<file path="src/rtl/uart_tx_fifo.sv">
// Byte FIFO that decouples CPU OUT writes from the uarttx serial transmitter.
// A small drain FSM pops one byte per frame over the tx_start/tx_ready handshake.
module uart_tx_fifo #(
    parameter int WIDTH      = 8,
    parameter int DEPTH_LOG2 = 3
) (
    input  logic                  clk,
    input  logic                  rst,
    input  logic                  push,
    input  logic [WIDTH-1:0]      push_data,
    output logic                  full,
    output logic                  empty,
    output logic [DEPTH_LOG2:0]   count,
    output logic                  overflow,
    output logic                  tx_start,
    output logic [WIDTH-1:0]      tx_byte,
    input  logic                  tx_ready
);

    localparam int                  DEPTH     = 1 << DEPTH_LOG2;
    localparam logic [DEPTH_LOG2:0] DEPTH_CNT = (DEPTH_LOG2 + 1)'(DEPTH);

    typedef enum logic [1:0] {
        IDLE,
        START,
        WAIT_BUSY,
        WAIT_DONE
    } state_t;

    state_t                  state_q, state_d;
    logic [DEPTH_LOG2-1:0]   wr_ptr_q, wr_ptr_d;
    logic [DEPTH_LOG2-1:0]   rd_ptr_q, rd_ptr_d;
    logic [DEPTH_LOG2:0]     count_q, count_d;
    logic                    overflow_q, overflow_d;
    logic                    tx_start_q, tx_start_d;
    logic [WIDTH-1:0]        tx_byte_q, tx_byte_d;
    logic [WIDTH-1:0]        mem [DEPTH];

    logic                    push_ok;
    logic                    pop;

    assign full     = (count_q == DEPTH_CNT);
    assign empty    = (count_q == '0);
    assign count    = count_q;
    assign overflow = overflow_q;
    assign tx_start = tx_start_q;
    assign tx_byte  = tx_byte_q;

    // Full is judged on the registered count, so a same-cycle pop never rescues a push.
    assign push_ok = push && !full;
    assign pop     = (state_q == IDLE) && !empty && tx_ready;

    always_comb begin
        state_d    = state_q;
        wr_ptr_d   = wr_ptr_q;
        rd_ptr_d   = rd_ptr_q;
        count_d    = count_q;
        overflow_d = overflow_q | (push && full);
        tx_start_d = 1'b0;
        tx_byte_d  = tx_byte_q;

        case (state_q)
            IDLE: begin
                if (pop) begin
                    state_d    = START;
                    tx_start_d = 1'b1;
                    tx_byte_d  = mem[rd_ptr_q];
                    rd_ptr_d   = rd_ptr_q + 1'b1;
                end
            end
            START:     state_d = WAIT_BUSY;
            WAIT_BUSY: if (!tx_ready) state_d = WAIT_DONE;
            WAIT_DONE: if (tx_ready) state_d = IDLE;
            default:   state_d = IDLE;
        endcase

        if (push_ok) begin
            wr_ptr_d = wr_ptr_q + 1'b1;
        end

        case ({push_ok, pop})
            2'b10:   count_d = count_q + 1'b1;
            2'b01:   count_d = count_q - 1'b1;
            default: count_d = count_q;
        endcase
    end

    always_ff @(posedge clk or posedge rst) begin
        if (rst) begin
            state_q    <= IDLE;
            wr_ptr_q   <= '0;
            rd_ptr_q   <= '0;
            count_q    <= '0;
            overflow_q <= 1'b0;
            tx_start_q <= 1'b0;
            tx_byte_q  <= '0;
        end else begin
            state_q    <= state_d;
            wr_ptr_q   <= wr_ptr_d;
            rd_ptr_q   <= rd_ptr_d;
            count_q    <= count_d;
            overflow_q <= overflow_d;
            tx_start_q <= tx_start_d;
            tx_byte_q  <= tx_byte_d;
        end
    end

    // Storage needs no reset; pointers and count define which entries are valid.
    always_ff @(posedge clk) begin
        if (push_ok) begin
            mem[wr_ptr_q] <= push_data;
        end
    end

endmodule

</file>
<file path="config.mk">
export PLATFORM = sky130hd
export DESIGN_NAME = uart_tx_fifo
export DESIGN_NICKNAME = d
export VERILOG_FILES = /design/src/rtl/uart_tx_fifo.sv
export SDC_FILE = /design/constraint.sdc
export NUM_CORES = 1
export LEC_CHECK = 0
export BUFFER_PORTS_ARGS = -buffer_cell sky130_fd_sc_hd__buf_2
export CAP_MARGIN = 10
export CORE_MARGIN = 5
export CORE_UTILIZATION = 60
export CTS_BUF_LIST = sky130_fd_sc_hd__clkbuf_2 sky130_fd_sc_hd__clkbuf_4 sky130_fd_sc_hd__clkbuf_8
export CTS_CLUSTER_SIZE = 30
export DETAILED_ROUTE_END_ITERATION = 12
export GPL_ROUTABILITY_DRIVEN = 0
export PLACE_DENSITY = 0.83
export SKIP_LAST_GASP = 1
export SLEW_MARGIN = 15
export SYNTH_ARGS = -nofsm -noshare
export SYNTH_HDL_FRONTEND = slang
export SYNTH_SLANG_ARGS = --single-unit
</file>
<file path="constraint.sdc">
create_clock -name clk -period 3.5 [get_ports clk]
set_input_delay 0 -clock clk [delete_from_list [all_inputs] [get_ports clk]]
set_output_delay 0 -clock clk [all_outputs]
set_load 0.02 [all_outputs]
</file>
==> results of run 1 <==
==> how the worst min path moves through the flow <==
stage | startpoint | end | slack (ps) | depth (start not counted)
floorplan | rst | count[0]$_DFFE_PP0P_ | -10 | 1
finish | tx_ready | state_q[0]$_DFFE_PP0P_ | 20 | 4
detailed placement | push | overflow$_DFF_PP0_ | 230 | 2
global route | tx_ready | state_q[0]$_DFFE_PP0P_ | 50 | 4
CTS | tx_ready | state_q[0]$_DFFE_PP0P_ | 3 | 4
global placement | push | overflow$_DFF_PP0_ | 230 | 2
==> through the flow <==
step	cells	utilization, %	hold slack [ps]	power [mW]
global placement	334	64.46	234.6	2.582
detailed placement	334	64.46	233.6	2.642
floorplan	238	-	-10.77	2.322
finish	360	69.48	18.76	3.295
global route	360	69.48	48.94	3.489
CTS	360	69.48	2.780	3.316
==> state kept, by name (all words and copies together), names as in the netlist <==
name / cells
overflow: 1
rd_ptr_q: 3
state_q: 2
tx_byte: 8
wr_ptr_q: 3
count: 4
mem: 64
tx_start: 1
==> power groups by stage <==
stage	clock network, mW	registers [mW]	logic (mW)
global route	0.731	1.51	1.25
CTS	0.683	1.48	1.15
detailed placement	0	1.50	1.14
finish	0.671	1.48	1.14
global placement	0	1.49	1.09
floorplan	0	1.57	0.747
==> cell usage after synthesis <==
cell type	instances
a211o_1	2
a21o_1	1
a21oi_1	3
a22oi_1	16
a2bb2oi_1	1
and2_1	1
and3_1	1
and3_4	1
buf_1	3
buf_2	3
buf_6	1
clkbuf_1	2
dfrtp_1	22
edfxtp_1	64
ha_1	9
inv_1	13
mux2_2	2
mux2_4	1
mux2i_1	32
nand2_1	11
nand2b_1	4
nand3_1	8
nand3b_1	1
nor2_1	9
nor2b_1	4
nor3_1	2
nor3b_1	1
nor4b_1	1
nor4bb_1	1
o21ai_0	9
or4_4	1
xnor2_1	3
xor2_1	5
==> final cells by class <==
cell class / instances / area share, %
clock inverters: 6 / 1.539
clock buffers: 10 / 3.232
flip-flops and latches: 86 / 60.82
multi-input cells: 130 / 24.56
repair buffers: 40 / 6.340
inverters: 13 / 1.200
well taps: 75 / 2.308
==> worst max-delay path: stages, from the launching register on <==
cell	delay, ps
dfrtp_1	460
nor4b_1	600
nor2b_1	200
inv_1	160
ha_1	290
xor2_1	110
ha_1	190
a21oi_1	160
xor2_1	160
nor2_1	70
xor2_1	140
==> cells by family (layout without fill, tap and decap cells) <==
family	Yosys count	after routing
AOI/OAI and AO/OA	32	32
xor gates and xnor gates	8	8
adders and majority gates	9	9
buffers and inverters	22	69
DFF	86	86
muxes	35	35
and+or+nand+nor	46	46
==> metal layers <==
layer | global-route usage [%] | up-vias | part of all wire [%]
met5 | 0 | - | 0
met4 | 7.082 | 0 | 2.3
met3 | 4.257 | 14 | 7.1
met2 | 31.26 | 75 | 49
met1 | 26.28 | 1003 | 41
li1 | - | 962 | -
==> impl_metrics.tcl, run 1 <==
set metrics [dict create \
    period_share_pct 75.85 \
    ant_nets 0 \
    die_h_um 87.08 \
    synthAdderAreaFrac_pct 3.159 \
    clk_latency_ps 340 \
    reg2reg_depth 10 \
    die_w_um 87.08 \
    nNetsFinal 301 \
    avgSynthCellArea_um2 14.98 \
    place_area_um2 3771 \
    cts.sinks 86 \
    clockBufferDepth 2 \
    start_kind "register" \
    clkPwrFrac_pct 20.4 \
    cts_post_setup_buffers_inserted 0 \
    syn-num-nets 259 \
    worst_pin_slew_ps 982.8 \
    coreArea_um2 5851 \
    setup_tns_ps 0 \
    clkTransAtPathRegs_ps 80 \
    final_design_area_no_fill_um2 4065 \
    startpoint "count[1]$_DFFE_PP0P_" \
    netlist_top_cells_area "edfxtp_1, dfrtp_1, mux2i_1" \
    status "finished, final reports clean" \
    r2r-start "count[1]$_DFFE_PP0P_" \
    drive_gt1_share_pct 17.54 \
    wirelength_um 6592 \
    synth-simple-area-share_pct 6.845 \
    cts-root-buf "clkbuf_8" \
    synth_top_family_by_area "multiplexers" \
    hold_violations 0 \
    yosysTopAreaCell "edfxtp_1" \
    syn_to_final_growth_pct 14.04 \
    io_pins 28 \
    critPathArrivalTime_ps 2890 \
    cts_tree "done" \
    antennaDiodeCount 0 \
    p_per_area_nw_per_um2 810.5 \
    slew_headroom_pct 34.24 \
    start_util_pct 60.93 \
    crit_type "reg -> reg" \
    fill_cells 397 \
    grt_pass1_vias 2091 \
    clock.fmax_mhz 376.7 \
    layout_commonest_cell "edfxtp_1" \
    ff2ff_setup_slack_ps 850 \
    cp-end-kind "register" \
    combPwrFrac_pct 34.6 \
    grt_usage_pct 19.47 \
    period_minus_slack_ps 2655 \
    fin_ws_ps 845.3 \
    ys_seq_elements 86 \
    cp-endpoint "count[2]$_DFFE_PP0P_" \
    grt_antenna_before_repair 0 \
    vias 2054 \
    skew_ps 6.770 \
    synth_top_area_share_pct 53.91 \
    r2r-end "count[2]$_DFFE_PP0P_" \
    post_cts_resized 0 \
    grt_max_degree 35 \
    p_int_mw 2.134 \
    synth_area_um2 3565 \
    ctsHoldBuffers 10 \
    swShare_pct 35.24 \
    synth_warnings 0 \
    cp_max_fo 8 \
    route.detailed.drc 0 \
    synthDistinctLibCells 33 \
    firstDrtPassIters 5 \
    first_iter_violations 171 \
    hold_class "in -> reg" \
    htreeDepth 3 \
    switchingPower_mw 1.161 \
    worstPathRequired_ps 3730 \
    dp_hpwl_um 4097 \
    place_worst_setup_slack_ps 925.4 \
    synth_compound_area_share_pct 6.002 \
    final-setup-viol-count 0 \
    grt-ovfl-total 0 \
    die_area_um2 7583 \
    cts_buffers 9 \
    vias_per_cell 5.706 \
    synthMuxAreaShare_pct 10.04 \
    pwr-share-seq_pct 45.0 \
    ys_seq_area_share_pct 69.36 \
    slew_violations 0 \
    seqCellArea_um2 2472 \
    wl_per_cell_um 18.31 \
    port_buffers 27 \
    syn_inst 238 \
    cap_violations 0 \
    row_count 28 \
    rsz0062_at_grt "no" \
    multi_input_area_um2 998.5 \
    grt_pass1_wl_um 10770 \
    peakVddDrop_mv 0.4999 \
    p_leak_nw 1.625 \
    final_cell_mix "edfxtp_1, mux2i_1, buf_2, dfrtp_1, a22oi_1" \
    synthXorXnorAreaFrac_pct 1.966 \
]
Power figures use the tool's default switching activity.
==> run 2, diff against run 1 <==
--- a/config.mk
+++ b/config.mk
@@ -8,12 +8,12 @@
 export BUFFER_PORTS_ARGS = -buffer_cell sky130_fd_sc_hd__buf_2
 export CAP_MARGIN = 10
 export CORE_MARGIN = 5
-export CORE_UTILIZATION = 60
+export CORE_UTILIZATION = 56
 export CTS_BUF_LIST = sky130_fd_sc_hd__clkbuf_2 sky130_fd_sc_hd__clkbuf_4 sky130_fd_sc_hd__clkbuf_8
 export CTS_CLUSTER_SIZE = 30
 export DETAILED_ROUTE_END_ITERATION = 12
 export GPL_ROUTABILITY_DRIVEN = 0
-export PLACE_DENSITY = 0.83
+export PLACE_DENSITY = 0.81
 export SKIP_LAST_GASP = 1
 export SLEW_MARGIN = 15
 export SYNTH_ARGS = -nofsm -noshare
==> constraint.sdc (replaced) <==
create_clock -name clk -period 2.4 [get_ports clk]
set_input_delay 0 -clock clk [delete_from_list [all_inputs] [get_ports clk]]
set_output_delay 0 -clock clk [all_outputs]
set_load 0.02 [all_outputs]
==> impl_metrics.tcl, run 2 (same netlist as run 1, synthesis figures left out) <==
set metrics [dict create \
    die_w_um 89.79 \
    period_share_pct 96.65 \
    placedCellCount 340 \
    cap_violations 0 \
    io_pins 28 \
    clock.fmax_mhz 431.1 \
    final_cells 367 \
    row_count 29 \
    worst_pin_slew_ps 949.0 \
    largest_register_ffs 64 \
    die_area_um2 8061 \
    die_h_um 89.79 \
    largest_register "mem" \
    peakVddDrop_mv 0.7309 \
    place_worst_setup_slack_ps 51.10 \
    slew_headroom_pct 36.66 \
    wl_per_cell_um 16.80 \
    dp_hpwl_um 3887 \
    layout_commonest_cell "edfxtp_1" \
    cts_buffers 9 \
    start_kind "register" \
    route.detailed.drc 0 \
    nNetsFinal 306 \
    clockBufferDepth 2 \
    skew_ps 8.461 \
    wirelength_um 6167 \
    p_leak_nw 1.655 \
    setup_tns_ps 0 \
    cp-end-kind "register" \
    period_minus_slack_ps 2320 \
    clkTransAtPathRegs_ps 80 \
    grt_pass1_vias 2019 \
    syn_to_final_growth_pct 16.39 \
    drive_gt1_share_pct 21.38 \
    critPathArrivalTime_ps 2550 \
    antennaDiodeCount 0 \
    fin_worst_hold_slack_ps 406.7 \
    slew_violations 0 \
    htreeDepth 3 \
    worstPathRequired_ps 2630 \
    clk_latency_ps 350 \
    cts-root-buf "clkbuf_8" \
    grt_usage_pct 16.42 \
    hold_violations 0 \
    grt_antenna_before_repair 0 \
    ant_nets 0 \
    grt_max_degree 35 \
    cp_max_fo 5 \
    vias 2012 \
    cts_tree "done" \
    p_per_area_nw_per_um2 1176 \
    fin_ws_ps 80.32 \
    coreArea_um2 6277 \
    hold_class "in -> async" \
    start_util_pct 56.79 \
    final_cell_mix "edfxtp_1, mux2i_1, buf_2, dfrtp_1, a22oi_1" \
    port_buffers 27 \
    cts.sinks 86 \
    first_iter_violations 132 \
    rsz0062_at_grt "yes" \
    grt_pass1_wl_um 10270 \
    vias_per_cell 5.482 \
    grt-ovfl-total 0 \
    crit_type "reg -> reg" \
    firstDrtPassIters 4 \
    status "finished, final reports clean" \
    finalPower_mw 4.881 \
    final-setup-viol-count 0 \
]
==> run 2: cell count changes in the layout (fill, tap and decap cells not counted), sizes merged <==
cell         before  now
clkbuf           10    9
dlygate4sd3      10   11
clkinvlp          2    1
buf              30   34
inv              13   15
==> run 2: worst max-delay path, stage by stage (launching register included) <==
cell and delay [ps]:
dfrtp_2 410, or4_4 550, and3_4 220, ha_4 170
xor2_1 160, ha_1 180, a21oi_1 170, xor2_1 160
nor2_1 60, xor2_1 140
==> run 2: worst paths after layout <==
check,cells past startpoint,startpoint,slack [ps],endpoint
setup / recovery,9,count[1]$_DFFE_PP0P_,80,count[2]$_DFFE_PP0P_
hold / removal,3,rst,410,tx_byte[0]$_DFFE_PP0P_
setup reg to reg,9,count[1]$_DFFE_PP0P_,80,count[2]$_DFFE_PP0P_
hold reg to reg,1,overflow$_DFF_PP0_,490,overflow$_DFF_PP0_
max in group asynchronous,3,rst,1350,count[1]$_DFFE_PP0P_
min in group clk,2,push_data[0],440,mem[4][0]$_DFFE_PP_
==> run 2: power breakdown <==
| part | internal [mW] | switching (mW) |
|---|---|---|
| Combinational | 0.736 | 1.05 |
| Sequential | 1.96 | 0.164 |
| Clock | 0.484 | 0.496 |
| Total | 3.17 | 1.71 |
==> run 2: what timing repair did <==
action | in CTS | in global routing
endpoints found under the hold margin | 88 | 0
endpoints found under the setup margin | 0 | 3
hold buffers | 11 | 0
buffers inserted | 0 | 0
resized for setup | 0 | 4
==> run 2: final cells by class <==
cell class	count	area, µm²
Sequential cell	86	2476
Fill cell	444	2128
Multi-Input combinational cell	130	1033
Timing Repair Buffer	45	297.8
Clock buffer	9	123.9
Tap cell	77	96.34
Clock inverter	7	72.57
Inverter	13	48.80
==> run 2: layer usage <==
metal / vias to the layer above / part of all wire (%) / track usage [%]
li1: 976 / - / -
met1: 974 / 44 / 22.08
met2: 52 / 49 / 25.61
met3: 10 / 5.4 / 5.509
met4: 0 / 1.3 / 4.534
met5: - / 0 / 0
==> run 2: through the flow <==
stage          cell area, µm²  utilization (%)
2_1_floorplan            3586                -
3_3_place_gp             3825            60.93
3_5_place_dp             3825            60.93
4_1_cts                  4131            65.82
5_1_grt                  4149            66.10
6_report                 4149            66.10
